===== src/rtl/guess_pkg.sv =====
`default_nettype none
// +----------------------------------------------------------------------------+
// | guess_pkg : shared types and constants for the number-guessing round logic |
// | Revision  : 1.0                                                            |
// +----------------------------------------------------------------------------+
package guess_pkg;

    typedef enum logic [2:0] {
        S_IDLE    = 3'd0,
        S_PLAY    = 3'd1,
        S_CHECK   = 3'd2,
        S_HOLD    = 3'd3,
        S_ADVANCE = 3'd4,
        S_WIN     = 3'd5,
        S_LOSE    = 3'd6
    } guess_state_t;

    typedef enum logic [2:0] {
        RES_NONE    = 3'd0,
        RES_HIGH    = 3'd1,
        RES_LOW     = 3'd2,
        RES_CORRECT = 3'd3,
        RES_BAD     = 3'd4
    } guess_result_t;

    localparam logic [1:0] LEVEL_MAX = 2'd3;
    localparam logic [1:0] ROUND_MAX = 2'd3;

    // Digit positions above the active level do not take part in the compare.
    function automatic logic [3:0] mask_digit(
        input logic [3:0] digit,
        input logic [1:0] pos,
        input logic [1:0] max_digit
    );
        return (pos <= max_digit) ? digit : 4'd0;
    endfunction

endpackage
`default_nettype wire


===== src/rtl/bcd3_compare.sv =====
`default_nettype none
// +----------------------------------------------------------------------------+
// | bcd3_compare : masked 3-digit BCD equality / magnitude / validity compare  |
// | Magnitude compare built only when GUESS_HINT_EN is defined.  Revision 1.0  |
// +----------------------------------------------------------------------------+
module bcd3_compare
    import guess_pkg::*;
(
    input  logic [11:0] guess_bcd,
    input  logic [11:0] target_bcd,
    input  logic [1:0]  max_digit,
    output logic        eq,
    output logic        gt,
    output logic        invalid
);

    logic [11:0] guess_masked;

    for (genvar i = 0; i < 3; i++) begin : g_mask
        assign guess_masked[i*4 +: 4] = mask_digit(guess_bcd[i*4 +: 4], 2'(i + 1), max_digit);
    end

    assign eq      = (guess_masked == target_bcd);
    assign invalid = (guess_masked[3:0] > 4'd9) || (guess_masked[7:4] > 4'd9)
                   || (guess_masked[11:8] > 4'd9);

`ifdef GUESS_HINT_EN
    // Packed valid BCD orders exactly like the decimal value it encodes.
    assign gt = (guess_masked > target_bcd);
`else
    assign gt = 1'b0;
`endif

endmodule
`default_nettype wire


===== src/rtl/guess_round_controller.sv =====
`default_nettype none
// +----------------------------------------------------------------------------+
// | guess_round_controller : level/round sequencer and guess judge             |
// | Hint flags driven only when GUESS_HINT_EN is defined.  Revision 1.0        |
// +----------------------------------------------------------------------------+
module guess_round_controller
    import guess_pkg::*;
#(
    parameter int MAX_ATTEMPTS = 7,
    parameter int RESULT_HOLD  = 50_000_000
) (
    input  logic       clk,
    input  logic       reset_n,
    input  logic       start,
    input  logic       submit,
    input  logic [3:0] guess_digit_1,
    input  logic [3:0] guess_digit_2,
    input  logic [3:0] guess_digit_3,
    input  logic [3:0] target_digit_1,
    input  logic [3:0] target_digit_2,
    input  logic [3:0] target_digit_3,
    output logic [1:0] max_digit,
    output logic [1:0] round,
    output logic       too_high,
    output logic       too_low,
    output logic       correct,
    output logic       bad_guess,
    output logic [3:0] attempts,
    output logic       win,
    output logic       lose
);

`ifdef GUESS_HINT_EN
    localparam bit HINT_EN = 1'b1;
`else
    localparam bit HINT_EN = 1'b0;
`endif

    localparam int                HOLD_W    = (RESULT_HOLD > 1) ? $clog2(RESULT_HOLD) : 1;
    localparam logic [HOLD_W-1:0] HOLD_LAST = HOLD_W'(RESULT_HOLD - 1);
    localparam logic [HOLD_W-1:0] HOLD_ONE  = HOLD_W'(1);
    localparam logic [3:0]        ATT_LIMIT = 4'(MAX_ATTEMPTS);

    guess_state_t      state_q, state_d;
    logic [1:0]        max_digit_q, max_digit_d;
    logic [1:0]        round_q, round_d;
    logic              too_high_q, too_high_d;
    logic              too_low_q, too_low_d;
    logic              correct_q, correct_d;
    logic              bad_guess_q, bad_guess_d;
    logic [3:0]        attempts_q, attempts_d;
    logic              win_q, win_d;
    logic              lose_q, lose_d;
    logic [HOLD_W-1:0] hold_cnt_q, hold_cnt_d;
    logic [11:0]       guess_q, guess_d;

    logic              cmp_eq, cmp_gt, cmp_invalid;
    logic [3:0]        attempts_inc;
    guess_result_t     result;

    bcd3_compare u_compare (
        .guess_bcd  (guess_q),
        .target_bcd ({target_digit_3, target_digit_2, target_digit_1}),
        .max_digit  (max_digit_q),
        .eq         (cmp_eq),
        .gt         (cmp_gt),
        .invalid    (cmp_invalid)
    );

    assign attempts_inc = attempts_q + 4'd1;

    always_comb begin
        result = RES_NONE;
        if (state_q == S_CHECK) begin
            if (cmp_invalid) begin
                result = RES_BAD;
            end else if (cmp_eq) begin
                result = RES_CORRECT;
            end else if (cmp_gt) begin
                result = RES_HIGH;
            end else begin
                result = RES_LOW;
            end
        end
    end

    always_comb begin
        state_d     = state_q;
        max_digit_d = max_digit_q;
        round_d     = round_q;
        too_high_d  = too_high_q;
        too_low_d   = too_low_q;
        correct_d   = correct_q;
        bad_guess_d = bad_guess_q;
        attempts_d  = attempts_q;
        win_d       = win_q;
        lose_d      = lose_q;
        hold_cnt_d  = hold_cnt_q;
        guess_d     = guess_q;

        case (state_q)
            S_IDLE, S_WIN, S_LOSE: begin
                if (start) begin
                    state_d     = S_PLAY;
                    max_digit_d = 2'd1;
                    round_d     = 2'd1;
                    too_high_d  = 1'b0;
                    too_low_d   = 1'b0;
                    correct_d   = 1'b0;
                    bad_guess_d = 1'b0;
                    attempts_d  = 4'd0;
                    win_d       = 1'b0;
                    lose_d      = 1'b0;
                    hold_cnt_d  = '0;
                    guess_d     = '0;
                end
            end

            S_PLAY: begin
                if (submit) begin
                    guess_d = {guess_digit_3, guess_digit_2, guess_digit_1};
                    state_d = S_CHECK;
                end
            end

            S_CHECK: begin
                too_high_d  = 1'b0;
                too_low_d   = 1'b0;
                correct_d   = 1'b0;
                bad_guess_d = 1'b0;
                case (result)
                    RES_BAD: begin
                        bad_guess_d = 1'b1;
                        state_d     = S_PLAY;
                    end
                    RES_CORRECT: begin
                        correct_d  = 1'b1;
                        hold_cnt_d = '0;
                        state_d    = S_HOLD;
                    end
                    default: begin
                        too_high_d = HINT_EN && (result == RES_HIGH);
                        too_low_d  = HINT_EN && (result == RES_LOW);
                        attempts_d = attempts_inc;
                        if (attempts_inc == ATT_LIMIT) begin
                            lose_d  = 1'b1;
                            state_d = S_LOSE;
                        end else begin
                            state_d = S_PLAY;
                        end
                    end
                endcase
            end

            S_HOLD: begin
                if (hold_cnt_q == HOLD_LAST) begin
                    hold_cnt_d = '0;
                    state_d    = S_ADVANCE;
                end else begin
                    hold_cnt_d = hold_cnt_q + HOLD_ONE;
                end
            end

            S_ADVANCE: begin
                too_high_d  = 1'b0;
                too_low_d   = 1'b0;
                correct_d   = 1'b0;
                bad_guess_d = 1'b0;
                attempts_d  = 4'd0;
                state_d     = S_PLAY;
                if (round_q < ROUND_MAX) begin
                    round_d = round_q + 2'd1;
                end else if (max_digit_q < LEVEL_MAX) begin
                    max_digit_d = max_digit_q + 2'd1;
                    round_d     = 2'd1;
                end else begin
                    win_d   = 1'b1;
                    state_d = S_WIN;
                end
            end

            default: state_d = S_IDLE;
        endcase
    end

    always_ff @(posedge clk or negedge reset_n) begin
        if (!reset_n) begin
            state_q     <= S_IDLE;
            max_digit_q <= 2'd1;
            round_q     <= 2'd1;
            too_high_q  <= 1'b0;
            too_low_q   <= 1'b0;
            correct_q   <= 1'b0;
            bad_guess_q <= 1'b0;
            attempts_q  <= 4'd0;
            win_q       <= 1'b0;
            lose_q      <= 1'b0;
            hold_cnt_q  <= '0;
            guess_q     <= '0;
        end else begin
            state_q     <= state_d;
            max_digit_q <= max_digit_d;
            round_q     <= round_d;
            too_high_q  <= too_high_d;
            too_low_q   <= too_low_d;
            correct_q   <= correct_d;
            bad_guess_q <= bad_guess_d;
            attempts_q  <= attempts_d;
            win_q       <= win_d;
            lose_q      <= lose_d;
            hold_cnt_q  <= hold_cnt_d;
            guess_q     <= guess_d;
        end
    end

    assign max_digit = max_digit_q;
    assign round     = round_q;
    assign too_high  = too_high_q;
    assign too_low   = too_low_q;
    assign correct   = correct_q;
    assign bad_guess = bad_guess_q;
    assign attempts  = attempts_q;
    assign win       = win_q;
    assign lose      = lose_q;

endmodule
`default_nettype wire


===== config.mk =====
export PLATFORM = sky130hd
export DESIGN_NAME = guess_round_controller
export DESIGN_NICKNAME = d
export VERILOG_FILES = /design/src/rtl/guess_pkg.sv /design/src/rtl/bcd3_compare.sv /design/src/rtl/guess_round_controller.sv
export SDC_FILE = /design/constraint.sdc
export NUM_CORES = 1
export LEC_CHECK = 0
export ABC_AREA = 1
export CAP_MARGIN = 20
export CORE_ASPECT_RATIO = 1.2
export CORE_MARGIN = 3
export CORE_UTILIZATION = 57
export DETAILED_ROUTE_END_ITERATION = 7
export PLACE_DENSITY = 0.79
export SYNTH_ARGS = -nofsm -noshare
export SYNTH_HDL_FRONTEND = slang
export SYNTH_SLANG_ARGS = --single-unit

===== constraint.sdc =====
create_clock -name clk -period 2.68 [get_ports clk]
set_clock_uncertainty 0.2 [all_clocks]
set_input_delay 0.67 -clock clk [delete_from_list [all_inputs] [get_ports clk]]
set_output_delay 0.67 -clock clk [all_outputs]
set_load 0.05 [all_outputs]

After elaboration in Yosys (flattened, before gate mapping)
Index checks and enable logic that the tools add are counted.
{"block": "totals", "wordCells": 109, "ff_bits": 54, "inputBits": 28, "out_inout_bits": 14}
{"block": "classes", "addsub": 4, "n_reduce_logical": 22, "n_lt_le_gt_ge": 8, "eq_ne": 21, "mux": 43}
{"op": "$mux W26", "count": 3}
{"op": "$pmux W26 S3", "count": 1}
{"op": "$add A26 B1 Y26 const B", "count": 1}
{"op": "$eq A26 B26 Y1 const B", "count": 1}
{"op": "$mux W12", "count": 2}
{"op": "$mux W3", "count": 8}
{"op": "$pmux W12 S2", "count": 1}
{"op": "$mux W4", "count": 5}
{"op": "$pmux W3 S5", "count": 1}
{"op": "$reduce_and A3 Y1", "count": 5}
{"op": "$ne A2 B2 Y1 const B", "count": 7}
{"op": "$eq A12 B12 Y1", "count": 1}
{"op": "$eq A3 B3 Y1 const B", "count": 4}
{"op": "$gt A4 B4 Y1 const B", "count": 3}
{"op": "$pmux W4 S3", "count": 1}
{"op": "$reduce_and A4 Y1", "count": 3}
{"op": "$mux W2", "count": 5}
{"op": "$eq A3 B2 Y1 const B", "count": 3}
{"op": "$mux W1", "count": 8}
{"op": "$pmux W2 S2", "count": 2}
{"op": "$reduce_bool A2 Y1", "count": 4}
{"op": "$pmux W1 S2", "count": 3}
{"op": "$pmux W1 S3", "count": 2}
{"op": "$pmux W3 S2", "count": 1}
{"op": "15 further kinds", "count": 23}

Longest topological paths before layout
Gate-level depths: netlist of run 1.
{"block": "logic_depth", "word_depth": 11, "depth_mapped": 16}

Hierarchy
From an unflattened synthesis of run 1, not the netlist that was laid out.
{"block": "hier_totals", "hier_cells": 527, "hier_area_um2": 3534.6}
{"module": "guess_round_controller", "cells_per_inst": 448, "instances": 1, "area_each_um2": 3170.5, "seq_area_each_um2": 1328.8}
{"module": "bcd3_compare", "cells_per_inst": 79, "instances": 1, "area_each_um2": 364.1, "seq_area_each_um2": 0.0}

Worst setup path after synthesis of run 1
No wires, ideal clock.
{"block": "synth_timing", "path_type": "flip-flop to flip-flop", "startpoint": "register max_digit_q[0], in the netlist max_digit[0]", "endpoint": "register hold_cnt_q[6]", "period_less_slack_ns": 2.379, "required_ns": 2.359, "path_stages_with_launch": 14, "slack_ns": 0.301, "setup_time_ns": 0.121, "n_path_buf": 1, "arrival_time_ns": 2.057, "path_cell_list": "dfstp_2 -> inv_1 -> ha_1 -> nor2_1 -> nor2_1 -> o21ai_0 -> nand2_1 -> nor2_1 -> nand3_2 -> nand2_2 -> nand2_4 -> buf_6 -> nand2_1 -> nand2_1"}
{"block": "synth_via", "elab_chain_len": 10, "elab_cells_between_ends": 18}
{"item": "start, declared", "line": "guess_round_controller.sv:45", "rtl": "logic [1:0] max_digit_q, max_digit_d;"}
{"item": "start signal, assigned", "line": "guess_round_controller.sv:202", "rtl": "max_digit_q <= max_digit_d;"}
{"item": "$le A1 B2 Y1 / $le A2 B2 Y1 (equally long branches)", "line": "guess_pkg.sv:35", "rtl": "return (pos <= max_digit) ? digit : 4'd0;"}
{"item": "$mux W4", "line": "guess_pkg.sv:35"}
{"item": "$gt A4 B4 Y1", "line": "bcd3_compare.sv:24", "rtl": "assign invalid = (guess_masked[3:0] > 4'd9) || (guess_masked[7:4] > 4'd9)"}
{"item": "$logic_or A1 B1 Y1", "line": "bcd3_compare.sv:24"}
{"item": "$logic_or A1 B1 Y1", "line": "bcd3_compare.sv:25", "rtl": "|| (guess_masked[11:8] > 4'd9);"}
{"item": "$mux W3 (*)", "line": "guess_round_controller.sv:75", "rtl": "if (cmp_invalid) begin"}
{"item": "$mux W3 (*)", "line": "guess_round_controller.sv:74", "rtl": "if (state_q == S_CHECK) begin"}
{"item": "$eq A3 B2 Y1 (*)", "line": "guess_round_controller.sv:131", "rtl": "case (result)"}
{"item": "$ne A2 B1 Y1 (no source line) (*)"}
{"item": "$reduce_and A3 Y1 (no source line) (*)"}
{"item": "end signal, assigned", "line": "guess_round_controller.sv:211", "rtl": "hold_cnt_q <= hold_cnt_d;"}
{"item": "end, declared", "line": "guess_round_controller.sv:54", "rtl": "logic [HOLD_W-1:0] hold_cnt_q, hold_cnt_d;"}
Mark *: on every way between the ends. The rest lies on a longest branch, timed or not.
A chain may end at the register's enable or synchronous reset.

Worst setup path after layout of run 1
{"block": "layout_timing", "startpoint": "register round_q[0], in the netlist round[0]", "endpoint": "output port round[0]"}
{"item": "start, declared", "line": "guess_round_controller.sv:46", "rtl": "logic [1:0] round_q, round_d;"}
{"item": "start signal, assigned", "line": "guess_round_controller.sv:203", "rtl": "round_q <= round_d;"}
{"item": "end, declared", "line": "guess_round_controller.sv:23", "rtl": "output logic [1:0] round,"}
No word-level cell between the ends.

==> impl_metrics.json, run 1 <==
{
  "clk_latency_ps": 310,
  "placed_cell_area_um2": 3996,
  "cts_setup_buffers": 0,
  "worst_r2r_path_depth": 12,
  "endpoint_kind": "output pin",
  "cp_num_buf_inv": 1,
  "hold_violations": 0,
  "ios": 42,
  "instances_no_fill": 627,
  "fp.dieH_um": 92.51,
  "viasPerCell": 5.292,
  "num-fill-cells": 529,
  "status": "finished clean",
  "synth_edf_count": 0,
  "rows": 30,
  "dp_hpwl_um": 6180,
  "synthArstFlopShare": 1.000,
  "cp.arrival_ps": 1710,
  "finalWirelength_um": 8333,
  "cts_tree": "built",
  "setup_ws_ps": 96.16,
  "stdcell_area_um2": 4104,
  "synthCells": 505,
  "r2r-start": "max_digit[0]",
  "p_leak_nw": 2.051,
  "worst-slew-pin-transition_ps": 678.5,
  "diodes": 0,
  "drtIter0Drc": 198,
  "multi_input_area_um2": 1912,
  "max-cap-violations": 0,
  "drive_above_1_share": 0.09324,
  "dp.cells": 619,
  "cts_root_buf": "clkbuf_8",
  "cp_slowest_stage_delay_ps": 810,
  "post_cts_resized": 0,
  "cp_max_fo": 4,
  "preCtsSetupSlack_ps": 96.42,
  "path_clk_slew_ps": 100,
  "io_buffers": 39,
  "cp-start-kind": "flip-flop",
  "worstReg2RegEnd": "hold_cnt_q[23]",
  "final-seq-area_um2": 1329,
  "cts.sinks": 53,
  "grt_first_pass_wirelength_um": 14150,
  "core_area_um2": 5856,
  "dieArea_um2": 7224,
  "ant_nets": 0,
  "crit_family": "buffers and inverters",
  "pwr_density_cell_nw_per_um2": 793.9,
  "cts_buffers": 5,
  "finalPower_mw": 3.258,
  "cts_max_path_buffers": 2,
  "max_freq_mhz": 387.0,
  "slew_viol_final": 0,
  "setup_tns_ps": 0,
  "place_congestion": 0.8977,
  "overflow": 0,
  "hold_class": "input pin to asynchronous set/reset pin",
  "grt_antenna_before_repair": 0,
  "synth_area_per_cell_um2": 7.039,
  "grt_start_max_net_pins": 54,
  "ir_drop_v": 0.0004303,
  "dr.pass1.iters": 4,
  "cts_hold_buffers": 0,
  "ys_ff_latch": 53,
  "rsz0062_at_grt": "false",
  "fp.dieW_um": 78.09,
  "period_share": 0.9641,
  "track_usage": 0.2407,
  "fin_nets": 582,
  "ys_types": 37,
  "ys.warnings.count": 0,
  "wl_per_cell_um": 13.29,
  "yosysSeqAreaShare": 0.3738,
  "rrSetupSlack_ps": 250,
  "cts-htree-levels": 2,
  "vias": 3318,
  "route.detailed.drc": 0,
  "grt_pass1_vias": 3199,
  "crit_chain": "clkdlybuf4s50_1",
  "syn_area_um2": 3555,
  "crit_path_top_delay_cell": "clkdlybuf4s50_1",
  "path_class": "flip-flop to output pin",
  "relSlewSlack": 0.5477,
  "synth_top_flop_cell": "dfrtp_1",
  "start_util": 0.6071,
  "syn2layout_area_growth_pct": 15.45,
  "post-route-min-period_ps": 2584,
  "setup_viol": 0,
  "worstPathRequired_ps": 1810
}
layout by cell type, fill, tap and decap left out, drive strengths merged:
cell,Yosys,routed
clkbuf,1,6
nand2,178,178
or2,10,10
xor2,10,10
o211ai,1,1
nand4,18,18
nand3,50,50
nor3b,1,1
nor3,14,14
ha,8,8
a21o,4,4
inv,58,58
nor2,44,44
clkinv,0,1
buf,12,8
o21bai,3,3
dfrtp,51,51
conb,1,2
o21ai,27,27
clkdlybuf4s50,0,38
dfstp,2,2
nand3b,5,5
nor4,1,1
a21oi,6,6
bufinv,0,1
routing by layer:
layer / share of wire / wire, µm / up-vias / global-route usage
met3: 0.037 / 309 / 19 / 0.03307
met5: 0 / 0 / - / 0
met1: 0.43 / 3598 / 1540 / 0.2824
met2: 0.51 / 4244 / 71 / 0.4429
li1: - / - / 1688 / -
met4: 0.022 / 181 / 0 / 0.08746
sequential cells by signal, indices dropped and copies added (netlist names):
| signal | count |
|---|---|
| hold_cnt_q | 26 |
| guess_q | 12 |
| attempts | 4 |
| state_q | 3 |
| max_digit | 2 |
| round | 2 |
| bad_guess | 1 |
| correct | 1 |
| lose | 1 |
| win | 1 |
logic make-up after synthesis:
group | Yosys count | synth area share
XOR/XNOR | 10 | 0.02464
AO/OA/AOI/OAI | 41 | 0.07181
other | 1 | 0.001055
flip-flops | 53 | 0.3738
AND/OR/NAND/NOR | 321 | 0.4111
buffers and inverters | 71 | 0.08940
adder cells (fa/ha/maj) | 8 | 0.02816
worst max-delay path by stage:
stage,cells after the start,end,start
final,1,round[0],round[0]
after global routing,12,hold_cnt_q[20],max_digit[0]
after CTS,1,round[0],round[0]
after detailed placement,12,hold_cnt_q[18],target_digit_3[1]
after global placement,12,hold_cnt_q[23],target_digit_3[1]
after floorplan,13,hold_cnt_q[6],max_digit[0]
cell type report:
type / count / share of cell area
tap: 80 / 0.02439
sequential: 53 / 0.3238
clock buffer: 6 / 0.01768
inverter: 58 / 0.05305
timing repair buffer: 46 / 0.1067
clock inverter: 2 / 0.008537
multi-input combinational: 382 / 0.4659
power breakdown:
| part | leakage [nW] | switching [mW] | internal [mW] |
|---|---|---|---|
| sequential | 0.718 | 0.141 | 0.951 |
| combinational | 1.28 | 1.12 | 0.505 |
| clock | 0.0552 | 0.267 | 0.278 |
| total | 2.05 | 1.52 | 1.73 |
stage by stage:
| stage | util | hold WS (ps) |
|---|---|---|
| after floorplan | - | 174.4 |
| after CTS | 0.7009 | 282.3 |
| after detailed placement | 0.6825 | 258.1 |
| final | 0.7009 | 248.0 |
| after global routing | 0.7009 | 313.3 |
| after global placement | 0.6825 | 256.0 |
synthesized netlist by cell type (4+ instances only):
master | instances | area (µm²)
nand3_1 | 48 | 240.2
nand2_2 | 4 | 25.02
nor3_1 | 11 | 55.05
ha_1 | 8 | 100.1
o21ai_0 | 25 | 125.1
nand3b_1 | 5 | 37.54
a21o_1 | 4 | 30.03
inv_1 | 53 | 198.9
buf_6 | 4 | 45.04
inv_2 | 5 | 18.77
a21oi_1 | 4 | 20.02
nand2_1 | 172 | 645.6
buf_2 | 4 | 20.02
or2_2 | 9 | 56.30
dfrtp_1 | 51 | 1276
nor2_1 | 40 | 150.1
nand4_1 | 17 | 106.4
xor2_1 | 10 | 87.58
buf_4 | 4 | 30.03
No activity file was read; power rests on OpenSTA's default activity.
==> run 2: changes to the inputs <==
- CORE_ASPECT_RATIO: 1.2 -> not set
==> impl_metrics.json, run 2 (synthesis results as in run 1) <==
{
  "fin_util": 0.6834,
  "viasPerCell": 5.439,
  "cp_slowest_stage_delay_ps": 800,
  "ir_drop_v": 0.0006409,
  "wl_per_cell_um": 13.51,
  "cts_buffers": 5,
  "period_share": 0.9542,
  "final_cell_mix": "172 x nand2_1, 53 x inv_1, 51 x dfrtp_1",
  "drtIter0Drc": 224,
  "worstPathRequired_ps": 1810,
  "clk_latency_ps": 310,
  "cts_tree": "built",
  "ios": 42,
  "rrSetupSlack_ps": 210,
  "drive_above_1_share": 0.09541,
  "max-cap-violations": 0,
  "cts-htree-levels": 2,
  "grt_antenna_before_repair": 0,
  "dp_hpwl_um": 6311,
  "hold_violations": 0,
  "cts_setup_buffers": 0,
  "cp.arrival_ps": 1690,
  "route.detailed.drc": 0,
  "fp.dieW_um": 84.97,
  "io_buffers": 39,
  "final-seq-area_um2": 1329,
  "worst_r2r_path_depth": 14,
  "fin_nets": 580,
  "relSlewSlack": 0.6658,
  "setup_tns_ps": 0,
  "setup_viol": 0,
  "crit_family": "buffers and inverters",
  "multi_input_area_um2": 1917,
  "fp.dieH_um": 84.97,
  "cts_root_buf": "clkbuf_8",
  "start_util": 0.5934,
  "p_leak_nw": 2.045,
  "slew_viol_final": 0,
  "crit_chain": "clkdlybuf4s50_1",
  "grt_pass1_vias": 3341,
  "grt_first_pass_wirelength_um": 14770,
  "pwr_density_cell_nw_per_um2": 780.0,
  "cp.depth": 1,
  "cp_num_buf_inv": 1,
  "place_congestion": 0.8896,
  "max_freq_mhz": 391.0,
  "grt_start_max_net_pins": 38,
  "worst-slew-pin-transition_ps": 499.8,
  "path_class": "flip-flop to output pin",
  "post_cts_resized": 0,
  "overflow": 0,
  "hold_class": "input pin to asynchronous set/reset pin",
  "track_usage": 0.2468,
  "path_clk_slew_ps": 100,
  "cts_max_path_buffers": 2,
  "cp_max_fo": 4,
  "rsz0062_at_grt": "false",
  "cts_hold_buffers": 0,
  "rows": 28,
  "final_common_cell": "nand2_1",
  "vias": 3372,
  "cp-start-kind": "flip-flop",
  "num-fill-cells": 536,
  "ant_nets": 0,
  "dr.pass1.iters": 5,
  "syn2layout_area_growth_pct": 15.17,
  "core_area_um2": 5991,
  "cts.sinks": 53,
  "crit_path_top_delay_cell": "clkdlybuf4s50_1",
  "top_register": "hold_cnt_q",
  "endpoint_kind": "output pin",
  "diodes": 0,
  "post-route-min-period_ps": 2557,
  "largest_reg_flops": 26,
  "status": "finished clean",
  "finalWirelength_um": 8374,
  "dieArea_um2": 7220
}
run 2: cell types whose count changed in the layout (fill, tap and decap cells not counted):
cell / previous run / this run
buf_12: 0 / 1
buf_4: 7 / 4
bufinv_16: 1 / 0
clkbuf_1: 1 / 0
clkbuf_8: 5 / 7
ha_1: 8 / 7
ha_2: 0 / 1
nor2_1: 40 / 39
nor2_2: 1 / 2
run 2: stage by stage:
step	setup slack [ps]	total power [mW]	hold slack (ps)	cell area, µm²	instances
finish	122.7	3.193	87.28	4094	620
floorplan	301.4	2.378	174.4	3558	506
detailed placement	39.89	2.699	306.4	3988	612
global placement	91.35	2.641	255.8	3988	612
CTS	112.6	3.201	91.76	4089	620
global route	7.024	3.464	100.2	4094	620
run 2: layer usage:
layer  track usage  wire length (µm)
met2        0.4308              4240
met4       0.07626               157
met5             0                 0
met3       0.03689               370
met1        0.3144              3605
run 2: area by class of cell:
cell class                 count  area share
multi-input combinational    382      0.4682
sequential                    53      0.3246
timing repair buffer          44      0.1064
inverter                      58     0.05318
clock buffer                   7     0.02353
tap                           75     0.02292
clock inverter                 1    0.001222
run 2: final timing paths:
| kind | from | to |
|---|---|---|
| max in group asynchronous | reset_n | state_q[0] |
| min in group clk | bad_guess | bad_guess |
| setup / recovery | round[0] | round[0] |
| setup reg to reg | max_digit[0] | hold_cnt_q[3] |
| hold reg to reg | bad_guess | bad_guess |
| hold / removal | reset_n | guess_q[3] |
run 2: report_power, final:
group,switching (mW),leakage [nW],internal [mW]
clock,0.264,0.0542,0.234
combinational,1.11,1.27,0.500
sequential,0.139,0.718,0.951
total,1.51,2.04,1.68
